File: config.mk
export PLATFORM = sky130hd
export DESIGN_NAME = bnn_conv_kxk_mc_flat
export DESIGN_NICKNAME = d
export VERILOG_FILES = /design/src/rtl/bnn_conv_kxk_mc_if.sv /design/src/rtl/bnn_conv_kxk_mc.sv /design/src/flat_wrapper.sv
export SDC_FILE = /design/constraint.sdc
export NUM_CORES = 1
export LEC_CHECK = 0
export CORE_AREA = 2 2 143 145
export CTS_CLUSTER_SIZE = 10
export DETAILED_ROUTE_END_ITERATION = 7
export DIE_AREA = 0 0 145 147
export PLACE_DENSITY = 0.56
export SLEW_MARGIN = 10
export SYNTH_ARGS = -nofsm -noshare
export SYNTH_HDL_FRONTEND = slang
export SYNTH_SLANG_ARGS = --single-unit
File: constraint.sdc
create_clock -name clk -period 5.9 [get_ports clk]
set_input_delay 1.18 -clock clk [delete_from_list [all_inputs] [get_ports clk]]
set_output_delay 1.18 -clock clk [all_outputs]
set_load 0.02 [all_outputs]
File: src/rtl/bnn_conv_kxk_mc_if.sv
// Streaming bus of the binary KxK convolution engine: weight beats in, window columns in, channel sums out.
interface bnn_conv_kxk_mc_if #(
  parameter int K      = 3,
  parameter int CH_OUT = 4
);
  localparam int SW = $clog2(K*K+1) + 1;

  logic                 wt_valid;
  logic [CH_OUT-1:0]    wt_bits;
  logic                 wt_ready;
  logic                 in_valid;
  logic [K-1:0]         taps;
  logic [CH_OUT*SW-1:0] dout;
  logic                 ovalid;

  modport master (
    output wt_valid, wt_bits, in_valid, taps,
    input  wt_ready, dout, ovalid
  );

  modport slave (
    input  wt_valid, wt_bits, in_valid, taps,
    output wt_ready, dout, ovalid
  );
endinterface

File: src/rtl/bnn_conv_kxk_mc.sv
// Binary XNOR/popcount KxK convolution with CH_OUT parallel channels and an IDLE/RUN/DRAIN controller.
// Optional sign activation against a per-channel threshold: define BNN_CONV_SIGN_ACT_EN.
module bnn_conv_kxk_mc #(
  parameter  int K      = 3,
  parameter  int CH_OUT = 4,
  parameter  int CFG_W  = 8,
  localparam int SW     = $clog2(K*K+1) + 1
) (
  input  logic                 clk,
  input  logic                 rstn,
  input  logic                 start,
  input  logic [CFG_W-1:0]     cfg_cols,
  input  logic [CFG_W-1:0]     cfg_rows,
`ifdef BNN_CONV_SIGN_ACT_EN
  input  logic [CH_OUT*SW-1:0] thr,
`endif
  output logic                 done,
  output logic                 busy,
  bnn_conv_kxk_mc_if.slave     bus
);

  localparam int NW = K*K;
  localparam int IW = $clog2(NW);
  localparam logic [IW-1:0]    IDX_LAST = IW'(NW-1);
  localparam logic [CFG_W-1:0] COL_MIN  = CFG_W'(K-1);
`ifdef BNN_CONV_SIGN_ACT_EN
  localparam logic [2:0]       DRAIN_LAST = 3'd3;
`else
  localparam logic [2:0]       DRAIN_LAST = 3'd2;
`endif

  typedef enum logic [1:0] {IDLE, RUN, DRAIN} state_t;

  state_t           state;
  logic [IW-1:0]    wt_idx;
  logic             wt_loaded;
  logic [NW-1:0]    w [CH_OUT];
  logic [CFG_W-1:0] cols_q;
  logic [CFG_W-1:0] rows_q;
  logic [CFG_W-1:0] ccnt;
  logic [CFG_W-1:0] rcnt;
  logic [2:0]       dcnt;
`ifdef BNN_CONV_SIGN_ACT_EN
  logic [CH_OUT*SW-1:0] thr_q;
`endif

  logic          accept;
  logic          win_ok;
  logic [K-1:0]  col_sr [K-1];
  logic [NW-1:0] win_vec;

  assign accept = (state == RUN) && bus.in_valid;
  assign win_ok = accept && (ccnt >= COL_MIN);

  function automatic logic [SW-1:0] popcnt(input logic [NW-1:0] x);
    logic [SW-1:0] n;
    n = '0;
    for (int i = 0; i < NW; i++) n = n + SW'(x[i]);
    return n;
  endfunction

  // Map popcount p to the +/-1 dot product 2p - K*K; modular arithmetic is exact since the result fits SW bits.
  function automatic logic [SW-1:0] to_sum(input logic [SW-1:0] pop);
    return SW'({pop, 1'b0}) - SW'(NW);
  endfunction

  always_ff @(posedge clk or negedge rstn) begin
    if (!rstn) begin
      state        <= IDLE;
      bus.wt_ready <= 1'b0;
      busy         <= 1'b0;
      done         <= 1'b0;
      wt_idx       <= '0;
      wt_loaded    <= 1'b0;
      cols_q       <= '0;
      rows_q       <= '0;
      ccnt         <= '0;
      rcnt         <= '0;
      dcnt         <= '0;
      for (int c = 0; c < CH_OUT; c++) w[c] <= '0;
`ifdef BNN_CONV_SIGN_ACT_EN
      thr_q        <= '0;
`endif
    end else begin
      done <= 1'b0;
      case (state)
        IDLE: begin
          if (bus.wt_valid && bus.wt_ready) begin
            for (int c = 0; c < CH_OUT; c++) w[c][wt_idx] <= bus.wt_bits[c];
            if (wt_idx == IDX_LAST) begin
              wt_idx    <= '0;
              wt_loaded <= 1'b1;
            end else begin
              wt_idx <= wt_idx + 1'b1;
            end
          end
          if (start && wt_loaded) begin
            state        <= RUN;
            busy         <= 1'b1;
            bus.wt_ready <= 1'b0;
            cols_q       <= cfg_cols;
            rows_q       <= cfg_rows;
            ccnt         <= '0;
            rcnt         <= '0;
`ifdef BNN_CONV_SIGN_ACT_EN
            thr_q        <= thr;
`endif
          end else begin
            bus.wt_ready <= 1'b1;
          end
        end
        RUN: begin
          if (bus.in_valid) begin
            if (ccnt == cols_q - 1'b1) begin
              ccnt <= '0;
              if (rcnt == rows_q - 1'b1) begin
                state <= DRAIN;
                dcnt  <= '0;
              end else begin
                rcnt <= rcnt + 1'b1;
              end
            end else begin
              ccnt <= ccnt + 1'b1;
            end
          end
        end
        DRAIN: begin
          if (dcnt == DRAIN_LAST) begin
            state        <= IDLE;
            busy         <= 1'b0;
            done         <= 1'b1;
            bus.wt_ready <= 1'b1;
          end else begin
            dcnt <= dcnt + 1'b1;
          end
        end
        default: state <= IDLE;
      endcase
    end
  end

  // col_sr[0] is the oldest stored column; the live taps complete the window as column K-1.
  always_ff @(posedge clk or negedge rstn) begin
    if (!rstn) begin
      for (int i = 0; i < K-1; i++) col_sr[i] <= '0;
    end else if (accept) begin
      for (int i = 0; i < K-2; i++) col_sr[i] <= col_sr[i+1];
      col_sr[K-2] <= bus.taps;
    end
  end

  always_comb begin
    win_vec = '0;
    for (int r = 0; r < K; r++) begin
      for (int col = 0; col < K-1; col++) win_vec[r*K+col] = col_sr[col][K-1-r];
      win_vec[r*K+K-1] = bus.taps[K-1-r];
    end
  end

  logic                s1_v;
  logic                s2_v;
  logic [NW-1:0]       s1_x   [CH_OUT];
  logic [SW-1:0]       s2_pop [CH_OUT];
`ifdef BNN_CONV_SIGN_ACT_EN
  logic                s3_v;
  logic [SW-1:0]       s3_sum [CH_OUT];
`endif

  always_ff @(posedge clk or negedge rstn) begin
    if (!rstn) begin
      s1_v       <= 1'b0;
      s2_v       <= 1'b0;
      bus.ovalid <= 1'b0;
      bus.dout   <= '0;
      for (int c = 0; c < CH_OUT; c++) begin
        s1_x[c]   <= '0;
        s2_pop[c] <= '0;
      end
`ifdef BNN_CONV_SIGN_ACT_EN
      s3_v <= 1'b0;
      for (int c = 0; c < CH_OUT; c++) s3_sum[c] <= '0;
`endif
    end else begin
      s1_v <= win_ok;
      s2_v <= s1_v;
      for (int c = 0; c < CH_OUT; c++) begin
        s1_x[c]   <= ~(win_vec ^ w[c]);
        s2_pop[c] <= popcnt(s1_x[c]);
      end
`ifdef BNN_CONV_SIGN_ACT_EN
      s3_v       <= s2_v;
      bus.ovalid <= s3_v;
      for (int c = 0; c < CH_OUT; c++) begin
        s3_sum[c] <= to_sum(s2_pop[c]);
        if (s3_v)
          bus.dout[c*SW +: SW] <= {{(SW-1){1'b0}},
                                   $signed(s3_sum[c]) >= $signed(thr_q[c*SW +: SW])};
      end
`else
      bus.ovalid <= s2_v;
      for (int c = 0; c < CH_OUT; c++) begin
        if (s2_v) bus.dout[c*SW +: SW] <= to_sum(s2_pop[c]);
      end
`endif
    end
  end

endmodule

File: src/flat_wrapper.sv
// flat-port wrapper written by rule: the top's interface ports become plain ports
module bnn_conv_kxk_mc_flat 
#(
  parameter  int K      = 3,
  parameter  int CH_OUT = 4,
  parameter  int CFG_W  = 8,
  localparam int SW     = $clog2(K*K+1) + 1
)
  (clk, rstn, start, cfg_cols, cfg_rows, done, busy, bus_wt_valid, bus_wt_bits, bus_in_valid, bus_taps, bus_wt_ready, bus_dout, bus_ovalid);
  bnn_conv_kxk_mc_if #(.K(K), .CH_OUT(CH_OUT)) bus_i ();
  input  logic clk;
  input  logic rstn;
  input  logic start;
  input  logic [CFG_W-1:0] cfg_cols;
  input  logic [CFG_W-1:0] cfg_rows;
  output logic done;
  output logic busy;
  input wire logic [$bits(bus_i.wt_valid)-1:0] bus_wt_valid;
  input wire logic [$bits(bus_i.wt_bits)-1:0] bus_wt_bits;
  input wire logic [$bits(bus_i.in_valid)-1:0] bus_in_valid;
  input wire logic [$bits(bus_i.taps)-1:0] bus_taps;
  output wire logic [$bits(bus_i.wt_ready)-1:0] bus_wt_ready;
  output wire logic [$bits(bus_i.dout)-1:0] bus_dout;
  output wire logic [$bits(bus_i.ovalid)-1:0] bus_ovalid;
  assign bus_i.wt_valid = bus_wt_valid;
  assign bus_i.wt_bits = bus_wt_bits;
  assign bus_i.in_valid = bus_in_valid;
  assign bus_i.taps = bus_taps;
  assign bus_wt_ready = bus_i.wt_ready;
  assign bus_dout = bus_i.dout;
  assign bus_ovalid = bus_i.ovalid;
  bnn_conv_kxk_mc #(.K(K), .CH_OUT(CH_OUT), .CFG_W(CFG_W)) u_core (.clk(clk), .rstn(rstn), .start(start), .cfg_cols(cfg_cols), .cfg_rows(cfg_rows), .done(done), .busy(busy), .bus(bus_i));
endmodule
After elaboration in Yosys (flattened, before gate mapping)
Index checks and enable logic that the tools add are counted.
{"block": "totals", "ff_bits": 162, "latch_bits": 0, "ramBits": 0, "rom_bits": 0, "inputBits": 28, "output_inout_bits": 24, "wordCells": 147, "mem_count": 0}
{"block": "classes", "n_addsub": 42, "mul": 0, "n_div": 0, "n_lt_le_gt_ge": 3, "eq_ne": 13, "n_shift": 0, "n_mux": 34, "n_bitwise": 8, "reduce_logical": 18}
{"op": "$add 4x1->4", "n": 28}
{"op": "$mux 8", "n": 6}
{"op": "$bwmux 9", "n": 4}
{"op": "$not 9->9", "n": 4}
{"op": "$xor 9x9->9", "n": 4}
{"op": "$pmux 8 s2", "n": 2}
{"op": "$sub 5x4->5 const B", "n": 4}
{"op": "$add 8x1->8 const B", "n": 2}
{"op": "$eq 8x8->1", "n": 2}
{"op": "$sub 8x1->8 const B", "n": 2}
{"op": "$reduce_and 5->1", "n": 3}
{"op": "$mux 3", "n": 4}
{"op": "$mux 2", "n": 5}
{"op": "$ne 2x2->1 const B", "n": 5}
{"op": "$reduce_and 3->1", "n": 3}
{"op": "$add 1x1->2", "n": 4}
{"op": "$ge 8x2->1 const B", "n": 1}
{"op": "$mux 1", "n": 7}
{"op": "$pmux 2 s3", "n": 1}
{"op": "$pmux 3 s2", "n": 1}
{"op": "$reduce_and 2->1", "n": 3}
{"op": "$reduce_bool 2->1", "n": 3}
{"op": "$logic_and 1x1->1", "n": 5}
{"op": "$lt 4x5->1 const B", "n": 1}
{"op": "other kinds (12)", "n": 14}

Longest topological paths before layout
{"block": "depth", "depth_word": 8, "ltp_mapped": 10, "ltp_nobuf": 10}

Least setup slack after synthesis
No wires, ideal clock.
{"block": "synth_timing", "path_type": "register -> register", "start": "register u_core.s1_x[18] in the netlist's numbering", "end": "register u_core.s2_pop[12] in the netlist's numbering", "setup_ns": 0.123, "t_arrival_ns": 2.932, "required_time_ns": 5.777, "setup_slack_ns": 2.846, "path_stages_with_launch": 10, "n_path_buf": 0, "synth_period_minus_slack_ns": 3.054, "cell_sequence": "dfrtp_1 ha_1 inv_1 fa_1 fa_1 fa_1 inv_1 ha_1 fa_1 xnor2_1"}
{"block": "synth_via", "elab_chain_len": 8}
{"item": "start, declared", "line": "bnn_conv_kxk_mc.sv:162", "text": "logic [NW-1:0] s1_x [CH_OUT];"}
{"item": "start signal, assigned by index", "line": "bnn_conv_kxk_mc.sv:187", "text": "s1_x[c] <= ~(win_vec ^ w[c]);"}
{"item": "$add 1x1->2", "line": "bnn_conv_kxk_mc.sv:58", "text": "for (int i = 0; i < NW; i++) n = n + SW'(x[i]);"}
{"item": "$add 4x1->4 (7 in series)", "line": "bnn_conv_kxk_mc.sv:58"}
{"item": "end signal, assigned by index", "line": "bnn_conv_kxk_mc.sv:188", "text": "s2_pop[c] <= popcnt(s1_x[c]);"}
{"item": "end, declared", "line": "bnn_conv_kxk_mc.sv:163", "text": "logic [SW-1:0] s2_pop [CH_OUT];"}
Every way passes these cells.
A chain may end at the register's enable or synchronous reset.

Final worst setup path
Same ends and word-level chain as after synthesis.

==> results.py <==
metrics = {
    "yosys": {
        "synth_flop_cell": "dfrtp_1",
        "yosys_warnings": 0,
        "async_flop_share_pct": 100,
        "syn_nets": 750,
        "avgSynthCellArea_sq_um": 11.7,
        "ys_seq_area_share_pct": 51.1,
        "synth_cell_type_count": 62,
        "synth_edf_count": 0,
        "yosys-top-cells-count": "159 x dfrtp_1, 84 x inv_1, 56 x mux2_2, 54 x nand2_1, 52 x xnor2_1",
        "synthTopCellsByArea": "dfrtp_1 51%, mux2_2 8.1%, ha_1 6.3%, xnor2_1 5.8%, fa_1 5.1%",
        "synth-seq-cells": 159,
        "synth_top_area_share_pct": 51.1,
        "synthesis.instances": 663,
        "yosys.area.top_type": "dfrtp_1",
        "yosysMostFrequentCell": "dfrtp_1",
        "syn_area_sq_mm": 0.00779,
    },
    "worst_setup_path": {
        "crit_chain": "ha_1, inv_1, fa_1, fa_1, fa_1, inv_1, ha_1, fa_1, xnor2_1",
        "worstReg2RegEnd": "u_core.s2_pop[12]$_DFF_PN0_",
        "crit_path_frequent_cell": "fa_1",
        "critPathCaptureType": "register",
        "path_delay_family": "adder cells",
        "crit_buf_inv": 2,
        "critPathKind": "reg2reg",
        "cp.arrival_ps": 3480,
        "start_kind": "register",
        "crit_slowest_cell": "fa_1",
        "r2r_cells": 9,
        "worstPathMaxFanout": 2,
        "required_ps": 6200,
        "reg2reg_slack_ps": 2720,
        "cp_slowest_stage_delay_ps": 550,
        "r2r_start": "u_core.s1_x[18]$_DFF_PN0_",
        "crit_path_start": "u_core.s1_x[18]$_DFF_PN0_",
    },
    "die": {
        "die_h_microns": 147,
        "boundaryPins": 52,
        "die_area_sq_mm": 0.0213,
        "num_rows": 52,
        "die_x_microns": 145,
        "core-area_sq_mm": 0.0198,
        "start_util_pct": 39.2,
    },
    "timing": {
        "post-route-period-util_pct": 53.9,
        "worst_slew_pin_slew_ps": 1060,
        "clock-skew-final_ps": 8.42,
        "hold_violations": 0,
        "max_freq_ghz": 0.315,
        "rsz0062_at_grt": "false",
        "finalCriticalPeriod_ps": 3180,
        "slew_violations": 0,
        "whs_ps": 350,
        "tns_ps": 0,
        "relSlewSlack_pct": 29.4,
        "finalSetupViolCount": 0,
    },
    "final_layout": {
        "fin_nets": 800,
        "drive_above_1_share_pct": 14.6,
        "fill_cells": 1806,
        "seqCellArea_sq_mm": 0.00398,
        "fin_cells": 995,
        "area_growth_pct": 17.0,
        "multi_input_area_sq_mm": 0.00337,
        "antenna_cells": 0,
    },
    "place": {
        "dp_cells": 964,
        "gp_congestion": 0.794,
        "hpwl_microns": 10200,
        "portBuffers": 51,
    },
    "pwr": {
        "swShare_pct": 38.2,
        "irDropWorstVdd_v": 0.000257,
        "internal-power_w": 0.00375,
        "leakage_nw": 4.22,
        "p_switching_w": 0.00231,
        "combPwrFrac_pct": 49.1,
        "seqPwrFrac_pct": 32.8,
        "clkPwrFrac_pct": 18.0,
        "power_density_mw_per_mm2": 665,
    },
    "drt": {
        "drt_iter0_drc": 222,
        "dr.pass1.iters": 4,
        "vias": 4737,
        "antenna_left": 0,
        "wl_per_cell_microns": 14.2,
        "vias_per_cell": 4.76,
        "drc": 0,
        "wl_microns": 14100,
    },
    "clock_network": {
        "htreeDepth": 4,
        "cts.sinks": 159,
        "cts_tree": "yes",
        "clk_path_buf_depth": 2,
        "root_buffer": "clkbuf_16",
        "post-cts-setup-buffers": 0,
        "holdBufCountCts": 0,
        "clock_latency_ps": 420,
        "cts_resized": 0,
        "clk_pin_slew_worst_paths_ps": 60,
        "cts_buffers": 17,
    },
    "hold_path": {
        "min_path_type": "reg2reg",
        "worstHoldEndpoint": "u_core.s2_v$_DFF_PN0_",
        "hold_depth": 0,
        "min-delay-start": "u_core.s1_v$_DFF_PN0_",
    },
    "global_route": {
        "globalRouteTotalUtil_pct": 14.5,
        "grt_max_degree": 116,
        "grt_pass1_vias": 4979,
        "grt-ovfl-total": 0,
        "grt_pass1_wl_microns": 24600,
        "antenna_found_initial": 0,
    },
    "run_status": {
        "status": "completed",
    },
    "flow_run": {
        "maxCapViolations": 0,
    },
}
[worst max path at each step]
stage	to	slack, ps	depth (start not counted)
6_report	u_core.s2_pop[12]$_DFF_PN0_	2720	9
5_1_grt	u_core.s2_pop[17]$_DFF_PN0_	2620	10
2_1_floorplan	u_core.s2_pop[12]$_DFF_PN0_	2850	9
3_5_place_dp	u_core.ccnt[7]$_DFFE_PN0P_	2580	8
3_3_place_gp	u_core.ccnt[7]$_DFFE_PN0P_	2590	8
4_1_cts	u_core.s2_pop[12]$_DFF_PN0_	2710	9
[registers in the layout (all words and copies together), names as in the netlist, 2 cells and up]
signal,count
u_core.bus.dout,17
u_core.ccnt,8
u_core.col_sr,6
u_core.cols_q,8
u_core.dcnt,3
u_core.rcnt,8
u_core.rows_q,8
u_core.s1_x,36
u_core.s2_pop,16
u_core.state,2
u_core.w,36
u_core.wt_idx,4
[routing by layer]
metal	vias to the layer above	wire, microns	GRT usage (%)
li1	2283	-	-
met1	2357	6760	19.3
met2	74	6630	23.0
met3	23	399	3.26
met4	0	319	5.99
met5	-	0	0
[power groups by stage]
stage | Combinational, W | Sequential (W) | Clock, W
floorplan | 0.00232 | 0.00193 | 0
global placement | 0.00286 | 0.00200 | 0
detailed placement | 0.00304 | 0.00202 | 0
CTS | 0.00306 | 0.00200 | 0.00112
global route | 0.00345 | 0.00206 | 0.00117
finish | 0.00298 | 0.00199 | 0.00109
[cell usage in the layout, fill, tap and decap left out, types with 3 or more instances in the layout]
| cell | Yosys | final |
|---|---|---|
| a21o_1 | 10 | 10 |
| a21oi_1 | 12 | 12 |
| and2_0 | 4 | 4 |
| clkbuf_16 | 0 | 17 |
| clkbuf_8 | 1 | 4 |
| clkdlybuf4s50_1 | 0 | 50 |
| clkinv_2 | 0 | 3 |
| clkinv_4 | 0 | 3 |
| dfrtp_1 | 159 | 159 |
| fa_1 | 20 | 20 |
| ha_1 | 39 | 39 |
| inv_1 | 84 | 84 |
| mux2_2 | 56 | 56 |
| mux2i_1 | 5 | 5 |
| nand2_1 | 54 | 54 |
| nand2b_1 | 6 | 6 |
| nand3_1 | 7 | 7 |
| nand4_1 | 9 | 9 |
| nor2_1 | 19 | 19 |
| nor3_1 | 9 | 9 |
| nor4_1 | 4 | 4 |
| o21ai_0 | 18 | 18 |
| o31ai_1 | 3 | 3 |
| or3_1 | 4 | 4 |
| xnor2_1 | 52 | 52 |
| xor2_1 | 16 | 16 |
[stage by stage]
stage                     instance area [sq um]  worst slack, ps  total power (W)  util, %
after floorplan                            7790             2850          0.00425        -
after global routing                       9110             2620          0.00668     45.9
final                                      9110             2720          0.00606     45.9
after global placement                     8520             2590          0.00486     42.9
after detailed placement                   8520             2580          0.00506     42.9
after CTS                                  9110             2710          0.00618     45.9
[cell families (layout without fill, tap and decap cells)]
family	after synthesis	after routing	synth area share, %
simple gates	142	142	9.51
xor+xnor	68	68	7.65
flops	159	159	51.1
mux	61	61	8.74
compound gates	69	69	5.96
fa+ha+maj	59	59	11.4
buf+inv	105	167	5.62
[cell type report]
| type | instances | share of cell area [%] |
|---|---|---|
| Clock buffer | 22 | 5.31 |
| Clock inverter | 9 | 1.19 |
| Timing Repair Buffer | 52 | 5.70 |
| Inverter | 84 | 3.46 |
| Tap cell | 270 | 3.71 |
| Multi-Input combinational cell | 399 | 37.0 |
| Sequential cell | 159 | 43.7 |
No activity file was read; power rests on OpenSTA's default activity.
